==> src/rtl/csr_diff_pkg.sv <==
// rtl/csr_diff_pkg.sv - shared CSR index, snapshot and FSM types for csr_diff_sequencer
package csr_diff_pkg;

  localparam int CSR_DIFF_NCSR = 18;
  localparam int CSR_DIFF_XLEN = 64;

  typedef enum logic [4:0] {
    CSR_PRIV     = 5'd0,
    CSR_MSTATUS  = 5'd1,
    CSR_SSTATUS  = 5'd2,
    CSR_MEPC     = 5'd3,
    CSR_SEPC     = 5'd4,
    CSR_MTVAL    = 5'd5,
    CSR_STVAL    = 5'd6,
    CSR_MTVEC    = 5'd7,
    CSR_STVEC    = 5'd8,
    CSR_MCAUSE   = 5'd9,
    CSR_SCAUSE   = 5'd10,
    CSR_SATP     = 5'd11,
    CSR_MIP      = 5'd12,
    CSR_MIE      = 5'd13,
    CSR_MSCRATCH = 5'd14,
    CSR_SSCRATCH = 5'd15,
    CSR_MIDELEG  = 5'd16,
    CSR_MEDELEG  = 5'd17
  } csr_idx_e;

  typedef logic [CSR_DIFF_NCSR-1:0][CSR_DIFF_XLEN-1:0] csr_snap_t;

  typedef enum logic {
    IDLE = 1'b0,
    SEND = 1'b1
  } seq_state_e;

endpackage

==> src/rtl/csr_snap_fifo.sv <==
// rtl/csr_snap_fifo.sv - DEPTH-entry CSR snapshot FIFO with occupancy count and head read
module csr_snap_fifo
  import csr_diff_pkg::*;
#(
  parameter int DEPTH = 4,
  parameter int NCSR  = CSR_DIFF_NCSR,
  parameter int XLEN  = CSR_DIFF_XLEN
) (
  input  logic                          clk,
  input  logic                          rst_n,
  input  logic                          push_i,
  input  logic [NCSR-1:0][XLEN-1:0]     data_i,
  input  logic                          pop_i,
  output logic [NCSR-1:0][XLEN-1:0]     head_o,
  output logic [$clog2(DEPTH):0]        cnt_o
);

  localparam int AW = $clog2(DEPTH);
  localparam int CW = AW + 1;

  logic [NCSR-1:0][XLEN-1:0] mem_q [DEPTH];
  logic [AW-1:0]             wr_ptr_q;
  logic [AW-1:0]             rd_ptr_q;
  logic [CW-1:0]             cnt_q;
  logic                      do_push;
  logic                      do_pop;

  // Full blocks a push even when a pop lands in the same cycle.
  assign do_push = push_i && (cnt_q != CW'(DEPTH));
  assign do_pop  = pop_i && (cnt_q != '0);

  always_ff @(posedge clk or negedge rst_n) begin
    if (!rst_n) begin
      wr_ptr_q <= '0;
      rd_ptr_q <= '0;
      cnt_q    <= '0;
    end else begin
      if (do_push) wr_ptr_q <= wr_ptr_q + AW'(1);
      if (do_pop)  rd_ptr_q <= rd_ptr_q + AW'(1);
      case ({do_push, do_pop})
        2'b10:   cnt_q <= cnt_q + CW'(1);
        2'b01:   cnt_q <= cnt_q - CW'(1);
        default: cnt_q <= cnt_q;
      endcase
    end
  end

  always_ff @(posedge clk) begin
    if (do_push) mem_q[wr_ptr_q] <= data_i;
  end

  assign head_o = mem_q[rd_ptr_q];
  assign cnt_o  = cnt_q;

endmodule

==> src/rtl/csr_diff_sequencer.sv <==
// rtl/csr_diff_sequencer.sv - queues per-commit CSR snapshots and drains them as (idx, data) beats; option CSR_DIFF_SKIP_UNCHANGED_EN
module csr_diff_sequencer
  import csr_diff_pkg::*;
#(
  parameter int DEPTH = 4,
  parameter int NCSR  = CSR_DIFF_NCSR,
  parameter int XLEN  = CSR_DIFF_XLEN
) (
  input  logic                     clk,
  input  logic                     rst_n,
  input  logic                     commit_valid,
  output logic                     commit_ready,
  input  logic [NCSR*XLEN-1:0]     commit_csr,
  output logic                     out_valid,
  input  logic                     out_ready,
  output logic [4:0]               out_idx,
  output logic [XLEN-1:0]          out_data,
  output logic                     out_last,
  output logic [$clog2(DEPTH):0]   fifo_cnt
);

  localparam int CW = $clog2(DEPTH) + 1;

  logic [NCSR-1:0][XLEN-1:0] head;
  logic [CW-1:0]             cnt;
  seq_state_e                state_q, state_d;
  logic [4:0]                beat_q, beat_d;
  logic [4:0]                sel_idx;
  logic                      sel_last;
  logic                      push;
  logic                      pop;

  assign commit_ready = (cnt != CW'(DEPTH));
  assign push         = commit_valid & commit_ready;
  assign pop          = (state_q == SEND) & out_ready & sel_last;

  csr_snap_fifo #(
    .DEPTH (DEPTH),
    .NCSR  (NCSR),
    .XLEN  (XLEN)
  ) u_fifo (
    .clk    (clk),
    .rst_n  (rst_n),
    .push_i (push),
    .data_i (commit_csr),
    .pop_i  (pop),
    .head_o (head),
    .cnt_o  (cnt)
  );

`ifdef CSR_DIFF_SKIP_UNCHANGED_EN
  logic [NCSR-1:0][XLEN-1:0] shadow_q;
  logic [NCSR-1:0]           diff;
  logic                      later;

  always_ff @(posedge clk or negedge rst_n) begin
    if (!rst_n)   shadow_q <= '0;
    else if (pop) shadow_q <= head;
  end

  // beat_q is the search start; the beat shown is the first differing CSR at or after it.
  always_comb begin
    diff    = '0;
    sel_idx = '0;
    later   = 1'b0;
    for (int i = 0; i < NCSR; i++) diff[i] = (head[i] != shadow_q[i]);
    for (int i = NCSR - 1; i >= 0; i--) begin
      if (diff[i] && (5'(i) >= beat_q)) sel_idx = 5'(i);
    end
    for (int i = 0; i < NCSR; i++) begin
      if (diff[i] && (5'(i) > sel_idx)) later = 1'b1;
    end
    sel_last = ~later;
  end
`else
  always_comb begin
    sel_idx  = beat_q;
    sel_last = (beat_q == 5'(NCSR - 1));
  end
`endif

  always_ff @(posedge clk or negedge rst_n) begin
    if (!rst_n) begin
      state_q <= IDLE;
      beat_q  <= '0;
    end else begin
      state_q <= state_d;
      beat_q  <= beat_d;
    end
  end

  always_comb begin
    state_d = state_q;
    beat_d  = beat_q;
    case (state_q)
      IDLE: begin
        if (cnt != '0) state_d = SEND;
      end
      SEND: begin
        if (out_ready) begin
          if (sel_last) begin
            beat_d = '0;
            // A same-cycle push keeps the stream going with no bubble.
            if ((cnt == CW'(1)) && !push) state_d = IDLE;
          end else begin
            beat_d = sel_idx + 5'd1;
          end
        end
      end
      default: state_d = IDLE;
    endcase
  end

  assign out_valid = (state_q == SEND);
  assign out_idx   = out_valid ? sel_idx : '0;
  assign out_data  = out_valid ? head[sel_idx] : '0;
  assign out_last  = out_valid & sel_last;
  assign fifo_cnt  = cnt;

endmodule

==> config.mk <==
export PLATFORM = sky130hd
export DESIGN_NAME = csr_diff_sequencer
export DESIGN_NICKNAME = d
export VERILOG_FILES = /design/src/rtl/csr_diff_pkg.sv /design/src/rtl/csr_snap_fifo.sv /design/src/rtl/csr_diff_sequencer.sv
export SDC_FILE = /design/constraint.sdc
export NUM_CORES = 2
export LEC_CHECK = 0
export ABC_CLOCK_PERIOD_IN_PS = 34300
export CORE_ASPECT_RATIO = 0.7
export CORE_MARGIN = 2
export CORE_UTILIZATION = 60
export DETAILED_ROUTE_END_ITERATION = 8
export DONT_BUFFER_PORTS = 1
export PLACE_DENSITY = 0.76
export SLEW_MARGIN = 20
export SYNTH_ARGS = -nofsm -noshare
export SYNTH_HDL_FRONTEND = slang
export SYNTH_MEMORY_MAX_BITS = 65536
export SYNTH_SLANG_ARGS = --single-unit
==> constraint.sdc <==
create_clock -name clk -period 34.3 [get_ports clk]
set_input_delay 3.43 -clock clk [delete_from_list [all_inputs] [get_ports clk]]
set_output_delay 3.43 -clock clk [all_outputs]
set_load 0.03 [all_outputs]
==> results.yml <==
power_and_ir_drop:
  p_per_area_nw_per_um2: 80.8
  p_sw_share_pct: 29.3
  p_int_uw: 11000
  p_clk_share_pct: 30.2
  switching_power_uw: 4550
  peakVddDrop_mv: 0.0647
  power.leakage_uw: 0.0578
  combPwrFrac_pct: 20.3
  seq_power_share_pct: 49.5
floorplan:
  start_util_pct: 60.2
  rows: 165
  dieArea_um2: 294000
  core_um2: 288000
  die_y_um: 454
  die_x_um: 647
  design.portCount: 1231
clock_network:
  cts_setup_buffers: 0
  post_cts_resized: 0
  htree_levels: 5
  root_buffer: "clkbuf_16"
  tritoncts: "done"
  cts_buffers: 415
  cts_hold_buf: 0
  numClockSinks: 4621
  clockBufferDepth: 4
  path_clk_slew_ns: 0.06
  clk-insertion-delay-late_ns: 0.92
synth:
  synth_area_leaders: "edfxtp_1 80%, mux4_2 14%, a22oi_1 1.9%, mux2i_1 0.54%, buf_2 0.46%"
  ys.warnings.count: 0
  syn-num-nets: 8382
  avgSynthCellArea_um2: 24.1
  synth_top_area_share_pct: 79.7
  ys_types: 50
  synth_area_um2: 174000
  synth_top_cell_by_area: "edfxtp_1"
  synth_edf_count: 4608
  synthArstFlopShare_pct: 0.281
  netlist_instances: 7215
  synth_seq_cells: 4621
  synthFlopType: "edfxtp_1"
  ys_seq_area_share_pct: 79.9
sta:
  fin_tns_setup_ns: 0
  rsz0062_at_grt: "no"
  skew_ns: 0.0543
  min_period_over_period_pct: 31.0
  setup_viol: 0
  fin_crit_ns: 10.62
  fmax_mhz: 94.2
  finalHoldViolCount: 0
  worst_slew_pin_slew_ns: 1.39
  finalMaxSlewViolations: 0
  maxSlewHeadroom_pct: 6.17
global_routing:
  grt_max_degree: 163
  grt_pass1_wl_um: 667000
  met3_usage_pct: 13.6
  grt_usage_pct: 33.3
  overflow: 0
  use_met1_pct: 44.3
  antenna_found_initial: 76
  grt_pass1_vias: 83100
  top_usage_layer: "met2"
  grtUsageMet2_pct: 47.9
routing:
  antenna_left: 0
  wl_per_cell_um: 42.0
  drt_first_pass_iters: 8
  wirelength_um: 491000
  drcViolationCount: 0
  via_per_inst: 7.20
  drt_iter0_markers: 13900
  via_count: 84200
critical_path:
  crit_path_max_fanout: 48
  start_kind: "register"
  critPathKind: "register to output pin"
  crit_path_end_kind: "output pin"
  required_ns: 30.87
  arrival_ns: 7.19
layout:
  final_util_pct: 66.6
  layout-drive-gt1-share_pct: 25.5
  syn2layout_area_growth_pct: 10.7
  final.fill_count: 16900
  fin_nets: 8564
hold_path:
  hold_class: "register to register"
job:
  maxCapViolCount: 0
placed_design:
  hpwlAfterDp_um: 310000
  numPortBuffers: 0
  finalWeightedCongestion: 0.915
status:
  status: "complete, no violations"
path summary, 6_finish.rpt:
| path | from | end | slack [ns] | cells past startpoint |
|---|---|---|---|---|
| min in group asynchronous | rst_n | u_fifo.cnt_o[1]$_DFFE_PN0P_ | 2.20 | 0 |
| hold / removal | u_fifo.wr_ptr_q[0]$_DFFE_PN0P_ | u_fifo.wr_ptr_q[0]$_DFFE_PN0P_ | 0.66 | 2 |
| max in group asynchronous | rst_n | u_fifo.rd_ptr_q[0]$_DFFE_PN0P_ | 31.95 | 0 |
| setup / recovery | u_fifo.rd_ptr_q[0]$_DFFE_PN0P_ | out_data[41] | 23.68 | 9 |
| hold reg to reg | u_fifo.wr_ptr_q[0]$_DFFE_PN0P_ | u_fifo.wr_ptr_q[0]$_DFFE_PN0P_ | 0.66 | 2 |
| setup reg to reg | u_fifo.cnt_o[0]$_DFFE_PN0P_ | u_fifo.mem_q[3][646]$_DFFE_PP_ | 26.72 | 9 |
worst max-delay path: stages (launching register included):
cell	delay (ns)
dfrtp_4	0.82
buf_4	0.79
buf_4	0.82
buf_4	0.77
buf_4	0.84
mux4_2	0.62
a22oi_1	0.25
nand4_1	0.14
o21ai_0	0.50
o21ai_0	0.60
metrics by stage:
stage | total power, uW | cell area (um2) | hold WS (ns) | worst slack [ns] | instances
floorplan | 11100 | 174000 | 0.580 | 3.11 | 7215
global placement | 10800 | 178000 | 0.603 | 24.50 | 10800
detailed placement | 10800 | 178000 | 0.645 | 24.47 | 10800
CTS | 15500 | 192000 | 0.654 | 23.45 | 11600
global route | 15900 | 192000 | 0.689 | 23.04 | 11600
finish | 15500 | 192000 | 0.663 | 23.68 | 11700
final cells by class:
cell class | instances | area [um2] | share of cell area (%)
Sequential cell | 4621 | 139000 | 72.2
Tap cell | 3841 | 4810 | 2.50
Clock buffer | 502 | 10800 | 5.62
Inverter | 10 | 37.5 | 0.0195
Timing Repair Buffer | 170 | 1570 | 0.815
Multi-Input combinational cell | 2179 | 33200 | 17.3
Clock inverter | 252 | 2790 | 1.45
Antenna cell | 114 | 285 | 0.148
cell usage in the layout (no fill, tap or decap), types with 42 or more instances in the layout:
| cell type | netlist | routed |
|---|---|---|
| bufinv_16 | 0 | 52 |
| o22ai_1 | 46 | 46 |
| clkinv_2 | 0 | 76 |
| nand2_1 | 42 | 42 |
| edfxtp_1 | 4608 | 4608 |
| mux2i_1 | 94 | 94 |
| mux2_2 | 48 | 48 |
| clkinv_1 | 0 | 73 |
| buf_4 | 20 | 146 |
| clkbuf_1 | 144 | 82 |
| o21ai_0 | 76 | 62 |
| mux4_2 | 1117 | 1117 |
| diode_2 | 0 | 114 |
| nand4_1 | 101 | 101 |
| clkbuf_16 | 0 | 419 |
| a22oi_1 | 447 | 447 |
power groups by stage:
stage | sequential [uW] | clock, uW | combinational (uW)
after floorplan | 9200 | 0 | 1870
final | 7690 | 4700 | 3150
after CTS | 7680 | 4730 | 3110
after global placement | 7680 | 0 | 3070
after global routing | 7740 | 4920 | 3270
after detailed placement | 7770 | 0 | 3080
cell families (layout without fill, tap and decap cells):
logic type                 count (synthesis)  in the layout  share of synthesized area [%]
xor gates and xnor gates                   7              7                         0.0353
DFF                                     4621           4621                           79.9
muxes                                   1259           1259                           15.3
adders and majority gates                 11             11                         0.0793
buffers and inverters                    415            934                           1.11
other                                      0            114                              0
and+or+nand+nor                          250            250                          0.864
AOI/OAI and AO/OA                        652            652                           2.68
layer usage:
metal  vias up  part of all wire (%)  routed length [um]
li1      31900                     -                   -
met1     44000                    34              166000
met2      6968                    45              219000
met3      1269                    15               75300
met4        18                   6.4               31200
met5         -                 0.037                 183
synth_stat cells (4+ instances only):
library cell	n
xnor2_1	6
nor3_1	10
nor2_1	10
buf_4	20
mux2i_1	94
o21ai_0	76
nor4_1	16
a31oi_1	4
a22oi_1	447
mux2_2	48
a22o_1	15
o21ai_1	7
nor4bb_1	4
nand4_1	101
clkbuf_1	144
and2_1	8
and4b_1	4
inv_1	10
edfxtp_1	4608
o22ai_1	46
nor4b_2	4
nand2_1	42
nand3_1	9
mux4_2	1117
a21oi_1	7
a211oi_1	18
nor2b_1	23
dfrtp_1	13
buf_6	11
buf_2	161
o31ai_1	4
buf_1	66
a2111oi_0	15
ha_1	11
and3_1	6
flip-flops by register name, summed over array words and instances (netlist names):
signal	count
u_fifo.mem_q	4608
u_fifo.rd_ptr_q	2
u_fifo.wr_ptr_q	2
beat_q	5
out_valid	1
u_fifo.cnt_o	3
Power figures use the tool's default switching activity.
